===== config.mk =====
export PLATFORM = sky130hd
export DESIGN_NAME = csa16_mw_addsub_sched
export DESIGN_NICKNAME = d
export VERILOG_FILES = /design/src/rtl/csa16_mw_addsub_sched.sv
export SDC_FILE = /design/constraint.sdc
export NUM_CORES = 1
export LEC_CHECK = 0
export BUFFER_PORTS_ARGS = -buffer_cell sky130_fd_sc_hd__buf_2
export CORE_ASPECT_RATIO = 0.8
export CORE_MARGIN = 3
export CORE_UTILIZATION = 47
export CTS_BUF_LIST = sky130_fd_sc_hd__clkbuf_8
export DETAILED_ROUTE_END_ITERATION = 10
export GPL_ROUTABILITY_DRIVEN = 0
export PLACE_DENSITY = 0.86
export RECOVER_POWER = 100
export SYNTH_ARGS = -nofsm -noshare
export SYNTH_HDL_FRONTEND = slang
export SYNTH_SLANG_ARGS = --single-unit

===== constraint.sdc =====
create_clock -name clk -period 3.6 [get_ports clk]
set_input_delay 0.18 -clock clk [delete_from_list [all_inputs] [get_ports clk]]
set_output_delay 0.18 -clock clk [all_outputs]
set_load 0.005 [all_outputs]

===== src/rtl/csa16_mw_addsub_sched.sv =====
// Round-robin scheduler for one shared 16-bit carry-select adder.
// Runs multi-word add/sub by chaining the carry through the adder, LS word first.
module csa16_mw_addsub_sched #(
   parameter int W         = 16,
   parameter int MAX_WORDS = 8,
   parameter int LW        = $clog2(MAX_WORDS)
) (
   input  logic            clk,
   input  logic            rst,
   input  logic [1:0]      req,
   input  logic [1:0]      req_sub,
   input  logic [2*LW-1:0] req_len,
   output logic [1:0]      gnt,
   input  logic            in_valid,
   input  logic [W-1:0]    in_a,
   input  logic [W-1:0]    in_b,
   output logic            in_ready,
   output logic            out_valid,
   output logic [W-1:0]    out_sum,
   output logic            out_last,
   output logic            out_carry,
   input  logic            out_ready,
   output logic            busy,
   output logic [W-1:0]    adder_a,
   output logic [W-1:0]    adder_b,
   output logic            adder_cin,
   input  logic [W-1:0]    adder_sum,
   input  logic            adder_cout
);

   localparam logic [1:0] S_IDLE  = 2'd0;
   localparam logic [1:0] S_GRANT = 2'd1;
   localparam logic [1:0] S_RUN   = 2'd2;
   localparam logic [1:0] S_DRAIN = 2'd3;

   logic [1:0]    r_state;
   logic [1:0]    r_gnt;
   logic          r_rr;
   logic          r_win;
   logic          r_sub;
   logic          r_creg;
   logic [LW-1:0] r_len;
   logic [LW-1:0] r_cnt;
   logic          r_ov;
   logic [W-1:0]  r_sum;
   logic          r_last;
   logic          r_carry;

   logic          w_run;
   logic          w_fire;
   logic          w_ofire;
   logic          w_beat_last;
   logic          w_pick;

   assign w_run       = (r_state == S_RUN);
   assign in_ready    = w_run & (~r_ov | out_ready);
   assign w_fire      = in_valid & in_ready;
   assign w_ofire     = r_ov & out_ready;
   assign w_beat_last = (r_cnt == r_len);
   // both requesting: the pointer decides; otherwise the lone requester wins
   assign w_pick      = (req == 2'b11) ? r_rr : req[1];

   assign adder_a   = w_run ? in_a : '0;
   assign adder_b   = w_run ? (r_sub ? ~in_b : in_b) : '0;
   assign adder_cin = w_run & r_creg;

   assign gnt       = r_gnt;
   assign busy      = (r_state != S_IDLE);
   assign out_valid = r_ov;
   assign out_sum   = r_sum;
   assign out_last  = r_last;
   assign out_carry = r_carry;

   always_ff @(posedge clk) begin
      if (rst) begin
         r_state <= S_IDLE;
         r_gnt   <= 2'b00;
         r_rr    <= 1'b0;
         r_win   <= 1'b0;
         r_sub   <= 1'b0;
         r_creg  <= 1'b0;
         r_len   <= '0;
         r_cnt   <= '0;
      end else begin
         case (r_state)
            S_IDLE: begin
               if (|req) begin
                  r_state <= S_GRANT;
                  r_win   <= w_pick;
                  r_gnt   <= w_pick ? 2'b10 : 2'b01;
               end
            end
            S_GRANT: begin
               r_sub   <= req_sub[r_win];
               r_creg  <= req_sub[r_win];
               r_len   <= r_win ? req_len[2*LW-1:LW] : req_len[LW-1:0];
               r_cnt   <= '0;
               r_state <= S_RUN;
            end
            S_RUN: begin
               if (w_fire) begin
                  r_cnt  <= r_cnt + 1'b1;
                  r_creg <= adder_cout;
                  if (w_beat_last) r_state <= S_DRAIN;
               end
            end
            default: begin
               if (w_ofire && r_last) begin
                  r_state <= S_IDLE;
                  r_gnt   <= 2'b00;
                  r_rr    <= ~r_win;
               end
            end
         endcase
      end
   end

   // one-entry result register; a new beat may load while the old one drains
   always_ff @(posedge clk) begin
      if (rst) begin
         r_ov    <= 1'b0;
         r_sum   <= '0;
         r_last  <= 1'b0;
         r_carry <= 1'b0;
      end else if (w_fire) begin
         r_ov    <= 1'b1;
         r_sum   <= adder_sum;
         r_last  <= w_beat_last;
         r_carry <= w_beat_last & (adder_cout ^ r_sub);
      end else if (out_ready) begin
         r_ov    <= 1'b0;
      end
   end

endmodule


Word-level counts from Yosys, hierarchy flattened:

Cells that the tools add are included.

* register bits after elaboration: 33
* logic and storage cells: 69

* add/sub/neg operators: 1
* magnitude comparators: 1
* eq/ne operators: 7
* mux-type cells: 21
* bitwise logic cells: 12
* reduce and logical (&&, ||, !) cells: 15

Operators by type and width (number)
* $mux 16: 3
* $not 16->16: 1
* $mux 2: 6
* $reduce_bool 2->1: 4
* $mux 1: 6
* $mux 3: 2
* $pmux 2 s3: 1
* $pmux 3 s2: 1
* $reduce_and 2->1: 3
* $and 1x1->1: 5
* $eq 2x2->1 const B: 2
* $ne 2x1->1 const B: 2
* $not 1->1: 4
* $pmux 2 s2: 1
* $reduce_and 4->1: 1
* $reduce_bool 4->1: 1
* $reduce_or 2->1: 2
* $add 3x1->3 const B: 1
* $eq 3x3->1: 1
* $reduce_and 3->1: 1
* $reduce_or 3->1: 1
* $eq 2x1->1 const B: 1
* $logic_not 2->1: 1
* $lt 1x2->1 const B: 1
* other kinds (5): 5

Depth between registers and ports, before layout:

Gate-level depths: netlist of the first run.

* word-level depth: 6
* gate-level depth with buffers: 8

Least setup slack after synthesis of the first run:

No wires, ideal clock.

* kind: reg2reg
* from: register r_state[0]
* to: register r_state[1]
* arrival: 1.643 ns
* setup slack: 1.885 ns
* stages on the path, launching flop included: 7
* period minus slack after synthesis: 1.715 ns
* path through: dfxtp_1 > inv_1 > ha_1 > nand3_2 > or3_1 > a211oi_2 > mux2i_1

* longest elaborated chain between the ends: 5
* elaborated cells on any way between the ends: 11
* classes of those cells: eq/ne: 5; mux: 1; bitwise: 2; reduce/logical: 3

RTL lines
* from (decl): RTL line 36 `logic [1:0] r_state;`
* from (signal assigned): RTL line 76 `r_state <= S_IDLE;`
* from (signal assigned): RTL line 88 `r_state <= S_GRANT;`
* from (signal assigned): RTL line 98 `r_state <= S_RUN;`
* $eq 2x2->1: RTL line 55, 85
* $and 1x1->1: RTL line 56 `assign in_ready = w_run & (~r_ov | out_ready);`
* $and 1x1->1: RTL line 57 `assign w_fire = in_valid & in_ready;`
* $ne 2x1->1 (no line)
* $reduce_and 4->1 (no line)

Several ways; a longest one is shown, not always the timed one.
A chain may end at the register's enable or synchronous reset.

Worst setup path in the final report of the first run:

Same ends and word-level chain as after synthesis.

==> flow_metrics.tcl, run 1 <==
set metrics [dict create \
    synth-main-ff-cell "dfxtp_1" \
    synth.cell_area_sq_um 1799 \
    arrival_ns 2.62 \
    synth_top_area_share_pct 36.72 \
    clk_pin_slew_ns 0.07 \
    cellPowerDensity_nw_per_um2 628.9 \
    critical_path.startpoint_type "register" \
    synth_nets 296 \
    ctsHtreeMaxLevel 2 \
    worst-slew-pin-transition_ns 0.8711 \
    wl_per_cell_microns 12.13 \
    floorplan.die.height_microns 61.34 \
    rows 19 \
    status "finished clean" \
    yosys-top-cells-area "dfxtp_1 (37%), and2_1 (12%), nand2_1 (8.3%)" \
    final_period_minus_worst_setup_slack_ns 2.410 \
    detailedPlacementHpwl_microns 3466 \
    detail_route.iter0.violations 87 \
    cts_tree "yes" \
    globalRoute.totalOverflow 0 \
    cts.hold.buffers_added 0 \
    clock_sink_count 33 \
    yosys.area.top_type "dfxtp_1" \
    floorplan.core_area_sq_um 3542 \
    share_of_the_yosys_chip_area_belonging_to_registers_pct 36.72 \
    end_kind "register" \
    most_common_cell_in_the_synthesized_netlist "nand2_1" \
    initial_core_utilization_pct 50.79 \
    maxSlewViolCount 0 \
    synth_commonest_cells "nand2_1 (40), and2_1 (34), dfxtp_1 (33), a21oi_1 (23), xor2_1 (17)" \
    vias 1846 \
    synth-warning-count 0 \
    via_count_of_the_first_global_routing_pass 1553 \
    critical_path_startpoint "r_state[0]" \
    routed_via_density 4.858 \
    crit_path_max_fanout 27 \
    cts_root_buffer "clkbuf_8" \
    static-leakage-power_uw 0.001181 \
    drtPass1Iterations 4 \
    hp-class "in2reg" \
    worst_hold_slack_ns 0.1266 \
    timing.max_slew.rel_slack_pct 41.85 \
    syn_inst 227 \
    yosysUniqueCellTypes 30 \
    edff_count_synth 0 \
    syn_area_per_cell_sq_um 7.926 \
    numPortBuffers 118 \
    floorplan.die_area_sq_um 4611 \
    cts_buffers 5 \
    post-route-period-util_pct 66.95 \
    crit_type "reg2reg" \
    hold_path.startpoint "adder_sum[6]" \
    finish.net_count 406 \
    layout.cell_area.non_filler_sq_um 2472 \
    final.setup_skew_ns 0.007531 \
    worst_ir_drop_vdd_uv 414.0 \
    async_flop_share_pct 0 \
    finalHoldViolations 0 \
    antenna_violating_nets_post_route 0 \
    grt_util_all_layers_pct 19.31 \
    rsz0062_at_grt "false" \
    die-width_microns 75.18 \
    place_area_sq_um 2386 \
    required_time_of_the_critical_path_ns 3.81 \
    cts-root-to-sink-buffers 2 \
    synth.ff_latch_count 33 \
    wire_length_of_the_first_global_routing_pass_microns 6803 \
    pin_count 119 \
    clk_latency_ns 0.28 \
    achievable-frequency_ghz 0.4149 \
    setup_total_negative_slack_ns 0 \
    worst_r2r_startpoint "r_state[0]" \
    setup-violations-final 0 \
    antenna_cells 0 \
    grt_antenna_before_repair 0 \
    routed_wl_microns 4610 \
    postCtsSetupRepairBufs 0 \
    largest_net_degree_at_the_start_of_global_routing 35 \
    drcViolationCount 0 \
    post_route_cells_drive_above_1_share_pct 29.59 \
    cap_viol_max_count 0 \
    synth_to_final_area_change_pct 37.41 \
    post_cts.resized_instances 0 \
]
-- placed cells by master (no fill, tap or decap) --
cell type and instances:
or2_2 1, a21oi_1 23, o21ai_0 3, ha_1 6, nand4bb_1 1, a211oi_1 5, nor2_1 15, a21boi_0 1
and3_1 2, nor3_1 1, a41oi_1 1, clkbuf_1 27, or3_1 1, xor2_1 17, clkinv_2 1, dfxtp_1 33
and2_1 23, inv_1 4, mux2i_1 6, nor2b_1 2, and2_0 11, a32oi_1 1, buf_2 91, a22oi_1 2
xnor2_1 3, nor3b_1 2, bufinv_16 2, nand2b_1 3, nand2_1 40, buf_1 1, nand3_1 1, clkbuf_8 5
o21a_1 1, nor4_1 2
-- registers in the layout (all words and copies together), names as in the netlist --
| name | cells |
|---|---|
| r_state | 2 |
| out_last | 1 |
| r_len | 3 |
| r_creg | 1 |
| r_sub | 1 |
| r_rr | 1 |
| gnt | 2 |
| r_win | 1 |
| out_valid | 1 |
| r_cnt | 3 |
| out_sum | 16 |
| out_carry | 1 |
-- power by group --
part | internal, uW | switching, uW | leakage, uW
sequential | 427 | 75.4 | 0.000268
clock | 275 | 135 | 0.0000681
combinational | 300 | 343 | 0.000845
total | 1000 | 553 | 0.00118
-- final timing paths --
check / end / slack, ns / cells after the start
max: r_state[1] / 1.19 / 6
min: out_sum[6] / 0.13 / 3
max reg2reg: r_state[1] / 1.19 / 6
min reg2reg: out_sum[15] / 0.45 / 2
-- metal layers --
metal | track usage [%] | up-vias | wire length [microns]
li1 | - | 954 | -
met1 | 21.77 | 809 | 1907
met2 | 34.62 | 71 | 2275
met3 | 6.852 | 12 | 330
met4 | 5.736 | 0 | 97
met5 | 0 | - | 0
-- area by class of cell --
cell class | instances | area, sq um
fill | 315 | 1070
multi-input combinational | 174 | 1050
sequential | 33 | 660.6
clock inverter | 3 | 65.06
timing repair buffer | 119 | 560.5
clock buffer | 5 | 68.82
tap | 42 | 52.55
inverter | 4 | 15.01
-- through the flow --
stage	cells	power (uW)	util, %	setup WS [ns]
3_3_place_gp	372	1148	67.36	1.463
2_1_floorplan	227	947.2	-	1.885
5_1_grt	380	1672	69.80	0.9123
4_1_cts	380	1586	71.14	1.306
6_report	380	1555	69.80	1.190
3_5_place_dp	372	1175	67.36	1.350
-- logic make-up (layout without fill, tap and decap cells) --
family,after synthesis,after routing,synth area share [%]
DFF,33,33,36.72
and+or+nand+nor,105,105,29.41
muxes,6,6,3.338
xor gates and xnor gates,20,20,9.736
buffers and inverters,20,131,4.381
AOI/OAI and AO/OA,37,37,12.24
adders and majority gates,6,6,4.172
-- worst max-delay path, stage by stage (launching register included) --
cell and delay [ns]:
dfxtp_1 0.34, inv_1 0.12, ha_1 0.61, nand3_1 0.16
or3_1 0.43, a211oi_1 0.43, mux2i_1 0.24
Power figures use the tool's default switching activity.
==> inputs of run 2 (changes only) <==
CORE_UTILIZATION = 39   (was 47)
PLACE_DENSITY = 0.76   (was 0.86)
clock period = 2.12 ns   (was 3.6 ns; I/O delays follow)
==> flow_metrics.tcl, run 2 (same netlist as run 1, synthesis figures left out) <==
set metrics [dict create \
    cts-root-to-sink-buffers 2 \
    setup-violations-final 0 \
    clk_pin_slew_ns 0.07 \
    drtPass1Iterations 4 \
    vias 1808 \
    required_time_of_the_critical_path_ns 2.33 \
    drcViolationCount 0 \
    worstPathBufferInverterCount 1 \
    cts.hold.buffers_added 0 \
    achievable-frequency_ghz 0.5585 \
    routed_via_density 4.543 \
    cts_root_buffer "clkbuf_8" \
    final_period_minus_worst_setup_slack_ns 1.790 \
    grt_antenna_before_repair 0 \
    wire_length_of_the_first_global_routing_pass_microns 7452 \
    critPathSlowestCell "or3_1" \
    detail_route.iter0.violations 98 \
    initial_core_utilization_pct 41.75 \
    wl_per_cell_microns 11.64 \
    fillerInstances 446 \
    worst_ir_drop_vdd_uv 599.7 \
    post_route_cells_drive_above_1_share_pct 31.67 \
    floorplan.core_area_sq_um 4309 \
    setup_total_negative_slack_ns 0 \
    finalHoldViolations 0 \
    crit_path_cell_trace "inv_1 -> ha_1 -> nand3_1 -> or3_1 -> a211oi_1 -> mux2i_1" \
    floorplan.die.height_microns 66.75 \
    static-leakage-power_uw 0.001213 \
    die-width_microns 81.94 \
    crit_path_max_fanout 4 \
    cts_tree "yes" \
    post-route-period-util_pct 84.46 \
    clock_sink_count 33 \
    synth_to_final_area_change_pct 39.15 \
    status "finished clean" \
    via_count_of_the_first_global_routing_pass 1611 \
    place_ws_ns 0.3255 \
    largest_register_ff_count 16 \
    post_cts.resized_instances 0 \
    finish.net_count 409 \
    final.setup_skew_ns 0.003754 \
    worst_hold_slack_ns 0.06320 \
    globalRoute.totalOverflow 0 \
    cap_viol_max_count 0 \
    rows 21 \
    antenna_cells 0 \
    numPortBuffers 118 \
    crit_type "reg2reg" \
    max_stage_delay_ns 0.41 \
    timing.max_slew.rel_slack_pct 60.22 \
    ctsHtreeMaxLevel 2 \
    cts_buffers 5 \
    pin_count 119 \
    post-route-worst-setup-slack_ns 0.3295 \
    postCtsSetupRepairBufs 0 \
    rsz0062_at_grt "false" \
    detailedPlacementHpwl_microns 3623 \
    final_cell_mix "buf_2 (96), nand2_1 (40), dfxtp_1 (33)" \
    critical_path.startpoint_type "register" \
    arrival_ns 2.00 \
    worst-slew-pin-transition_ns 0.5967 \
    largest_net_degree_at_the_start_of_global_routing 35 \
    maxSlewViolCount 0 \
    routed_wl_microns 4631 \
    cellPowerDensity_nw_per_um2 1022 \
    hp-class "in2reg" \
    cp_top_family "simple AND/OR/NAND/NOR gates" \
    end_kind "register" \
    floorplan.die_area_sq_um 5469 \
    mostFrequentLayoutCell "buf_2" \
    antenna_violating_nets_post_route 0 \
    grt_util_all_layers_pct 17.37 \
    clk_latency_ns 0.27 \
]
-- run 2: changes by cell type in the layout (fill, tap and decap cells not counted) --
cell	change
buf_4	+3
clkbuf_2	+1
buf_2	+5
clkbuf_8	+1
clkinv_2	-1
clkbuf_1	-6
inv_1	+1
bufinv_16	-1
-- run 2: final timing paths --
path                                   start         end  slack, ns  depth (start not counted)
worst max-delay path              r_state[0]  r_state[1]       0.33                          6
worst max register to register    r_state[0]  r_state[1]       0.33                          6
worst min register to register    out_sum[2]  out_sum[2]       0.45                          2
worst min-delay path            adder_sum[7]  out_sum[7]       0.06                          3
-- run 2: worst register-to-register path, cell delays in order (launching register included) --
cell and delay, ns:
dfxtp_1 0.34, inv_1 0.12, ha_1 0.18, nand3_1 0.08, or3_1 0.41, a211oi_1 0.38
mux2i_1 0.22
-- run 2: metrics by stage --
step	cells	utilization [%]	cell area (sq um)	total power (uW)
2_1_floorplan	227	-	1799	1608
3_3_place_gp	390	56.33	2427	2000
3_5_place_dp	390	56.33	2427	2025
4_1_cts	398	59.03	2544	2631
5_1_grt	398	58.10	2504	2796
6_report	398	58.10	2504	2559
-- run 2: layer usage --
layer / vias to the layer above / global-route usage (%) / share of wire [%]
met5: - / 0 / 0
met1: 794 / 21.00 / 44
met4: 0 / 3.734 / 0.39
met2: 50 / 30.54 / 51
met3: 2 / 4.730 / 5.5
li1: 962 / - / -
-- run 2: cell type report --
cell class	instances	area, sq um	area share (%)
clock buffers	6	82.58	3.298
clock inverters	2	33.78	1.349
inverters	4	15.01	0.5997
multi-input cells	174	1050	41.93
flip-flops and latches	33	660.6	26.39
well taps	57	71.32	2.849
repair buffers	122	590.6	23.59
-- run 2: power breakdown --
group	total (uW)	switching, uW	internal (uW)
clock network	593	215	378
logic	1140	596	542
registers	828	103	726
total	2560	913	1650
==> inputs of run 3 (changes only) <==
clock period = 1.5 ns   (was 2.12 ns; I/O delays follow)
==> flow_metrics.tcl, run 3 (same netlist as run 1, synthesis figures left out) <==
set metrics [dict create \
    critical_path.startpoint_type "register" \
    part_of_the_power_in_combinational_logic_pct 52.2 \
    largest_register_ff_count 16 \
    setup-violations-final 1 \
    dp.cells 397 \
    detail_route.iter0.violations 77 \
    globalRoute.totalOverflow 0 \
    worst_ir_drop_vdd_uv 718.4 \
    floorplan.core_area_sq_um 4309 \
    post-route-util_pct 61.35 \
    power.share.sequential_pct 30.8 \
    floorplan.die_area_sq_um 5469 \
    detailedPlacementHpwl_microns 3706 \
    numPortBuffers 118 \
    crit_path_max_fanout 2 \
    ctsHtreeMaxLevel 2 \
    vias 1862 \
    wire_length_of_the_first_global_routing_pass_microns 7507 \
    static-leakage-power_uw 0.001274 \
    switching_power_uw 1446 \
    arrival_ns 1.76 \
    cap_viol_max_count 0 \
    critical_path_startpoint "r_cnt[0]" \
    clock_power_share_pct 17.0 \
    cts.hold.buffers_added 0 \
    die-width_microns 81.94 \
    p_int_uw 2334 \
    worst_r2r_startpoint "r_cnt[0]" \
    place_ws_ns -0.05048 \
    final.setup_skew_ns 0.007229 \
    rsz0062_at_grt "true" \
    timing.max_slew.rel_slack_pct 71.48 \
    end_kind "register" \
    hold_path.startpoint "adder_sum[11]" \
    cts_tree "yes" \
    pin_count 119 \
    largest_net_degree_at_the_start_of_global_routing 26 \
    routed_via_density 4.575 \
    clock_sink_count 33 \
    antenna_cells 0 \
    wl_per_cell_microns 11.92 \
    cellPowerDensity_nw_per_um2 1430 \
    power_switching_share_pct 38.24 \
    via_count_of_the_first_global_routing_pass 1716 \
    achievable-frequency_ghz 0.6429 \
    final_period_minus_worst_setup_slack_ns 1.556 \
    cts_buffers 5 \
    hp-class "in2reg" \
    failed_checks "negative setup slack" \
    synth_to_final_area_change_pct 46.94 \
    post-route-period-util_pct 103.7 \
    cts-root-to-sink-buffers 2 \
    routed_wl_microns 4853 \
    crit_type "reg2reg" \
    status "finished with violations" \
    cts_root_buffer "clkbuf_8" \
    mostFrequentLayoutCell "buf_2" \
    drtPass1Iterations 4 \
    final_std_cells_w_o_fill 407 \
    clk_pin_slew_ns 0.07 \
    post_route_cells_drive_above_1_share_pct 38.57 \
    initial_core_utilization_pct 41.75 \
    post-route-worst-setup-slack_ns -0.05556 \
    total_power_uw 3780 \
    finish.net_count 418 \
    grt_util_all_layers_pct 17.74 \
    required_time_of_the_critical_path_ns 1.71 \
    finalHoldViolations 0 \
    maxSlewViolCount 0 \
    ff2ff_setup_slack_ns -0.06 \
    worst-slew-pin-transition_ns 0.4279 \
    floorplan.die.height_microns 66.75 \
    clk_latency_ns 0.28 \
    rows 21 \
    final_cell_mix "buf_2 (98), nand2_1 (40), dfxtp_1 (30)" \
    grt_antenna_before_repair 0 \
    antenna_violating_nets_post_route 0 \
    drcViolationCount 0 \
]
==> run 3: changes by cell type in the layout (fill, tap and decap cells not counted), sizes merged <==
cell,delta
buf,+8
clkinv,+2
bufinv,-1
==> run 3: path summary, 6_finish.rpt <==
check | endpoint | depth (start not counted)
max | r_state[1] | 5
min | out_sum[11] | 3
max reg2reg | r_state[1] | 5
min reg2reg | out_sum[11] | 2
==> run 3: metal layers <==
layer / part of all wire, % / global-route usage, % / up-vias
met5: 0 / 0 / -
met4: 1.3 / 5.602 / 0
met3: 5.5 / 4.324 / 7
met2: 50 / 30.54 / 48
met1: 43 / 21.60 / 824
li1: - / - / 983
==> run 3: power by group through the flow <==
| stage | registers, uW | clock network (uW) | logic, uW |
|---|---|---|---|
| global placement | 1160 | 0 | 1820 |
| finish | 1160 | 644 | 1970 |
| floorplan | 1150 | 0 | 1230 |
| global route | 1180 | 713 | 2220 |
| CTS | 1150 | 666 | 1880 |
| detailed placement | 1170 | 0 | 1850 |
==> run 3: layout make-up <==
type / instances / area [sq um]
clock buffer: 5 / 68.82
tap: 57 / 71.32
sequential: 33 / 666.9
clock inverter: 3 / 16.27
inverter: 4 / 17.52
timing repair buffer: 131 / 670.6
multi-input combinational: 174 / 1132
fill: 421 / 1665
==> run 3: stage by stage <==
stage          hold WS, ns  setup TNS (ns)  area, sq um
2_1_floorplan       0.2110               0         1846
3_3_place_gp        0.3168      -0.0008530         2516
3_5_place_dp        0.3210         -0.1224         2516
4_1_cts            0.01412         -0.3202         2609
5_1_grt           0.003349         -0.7153         2644
6_report           0.02181        -0.05556         2644
==> run 3: critical path, stage by stage, from the launching register on <==
cell	delay, ns
dfxtp_1	0.33
xnor2_1	0.19
nand2_1	0.09
or3_4	0.43
a211oi_4	0.25
mux2i_1	0.20
==> run 3: repair_timing <==
| item | 4_1_cts | 5_1_grt |
|---|---|---|
| setup buffers | 1 | 1 |
| cloned | 0 | 0 |
| gates resized for setup | 0 | 15 |
| pin swaps | 0 | 3 |
| setup endpoints to repair | 23 | 57 |
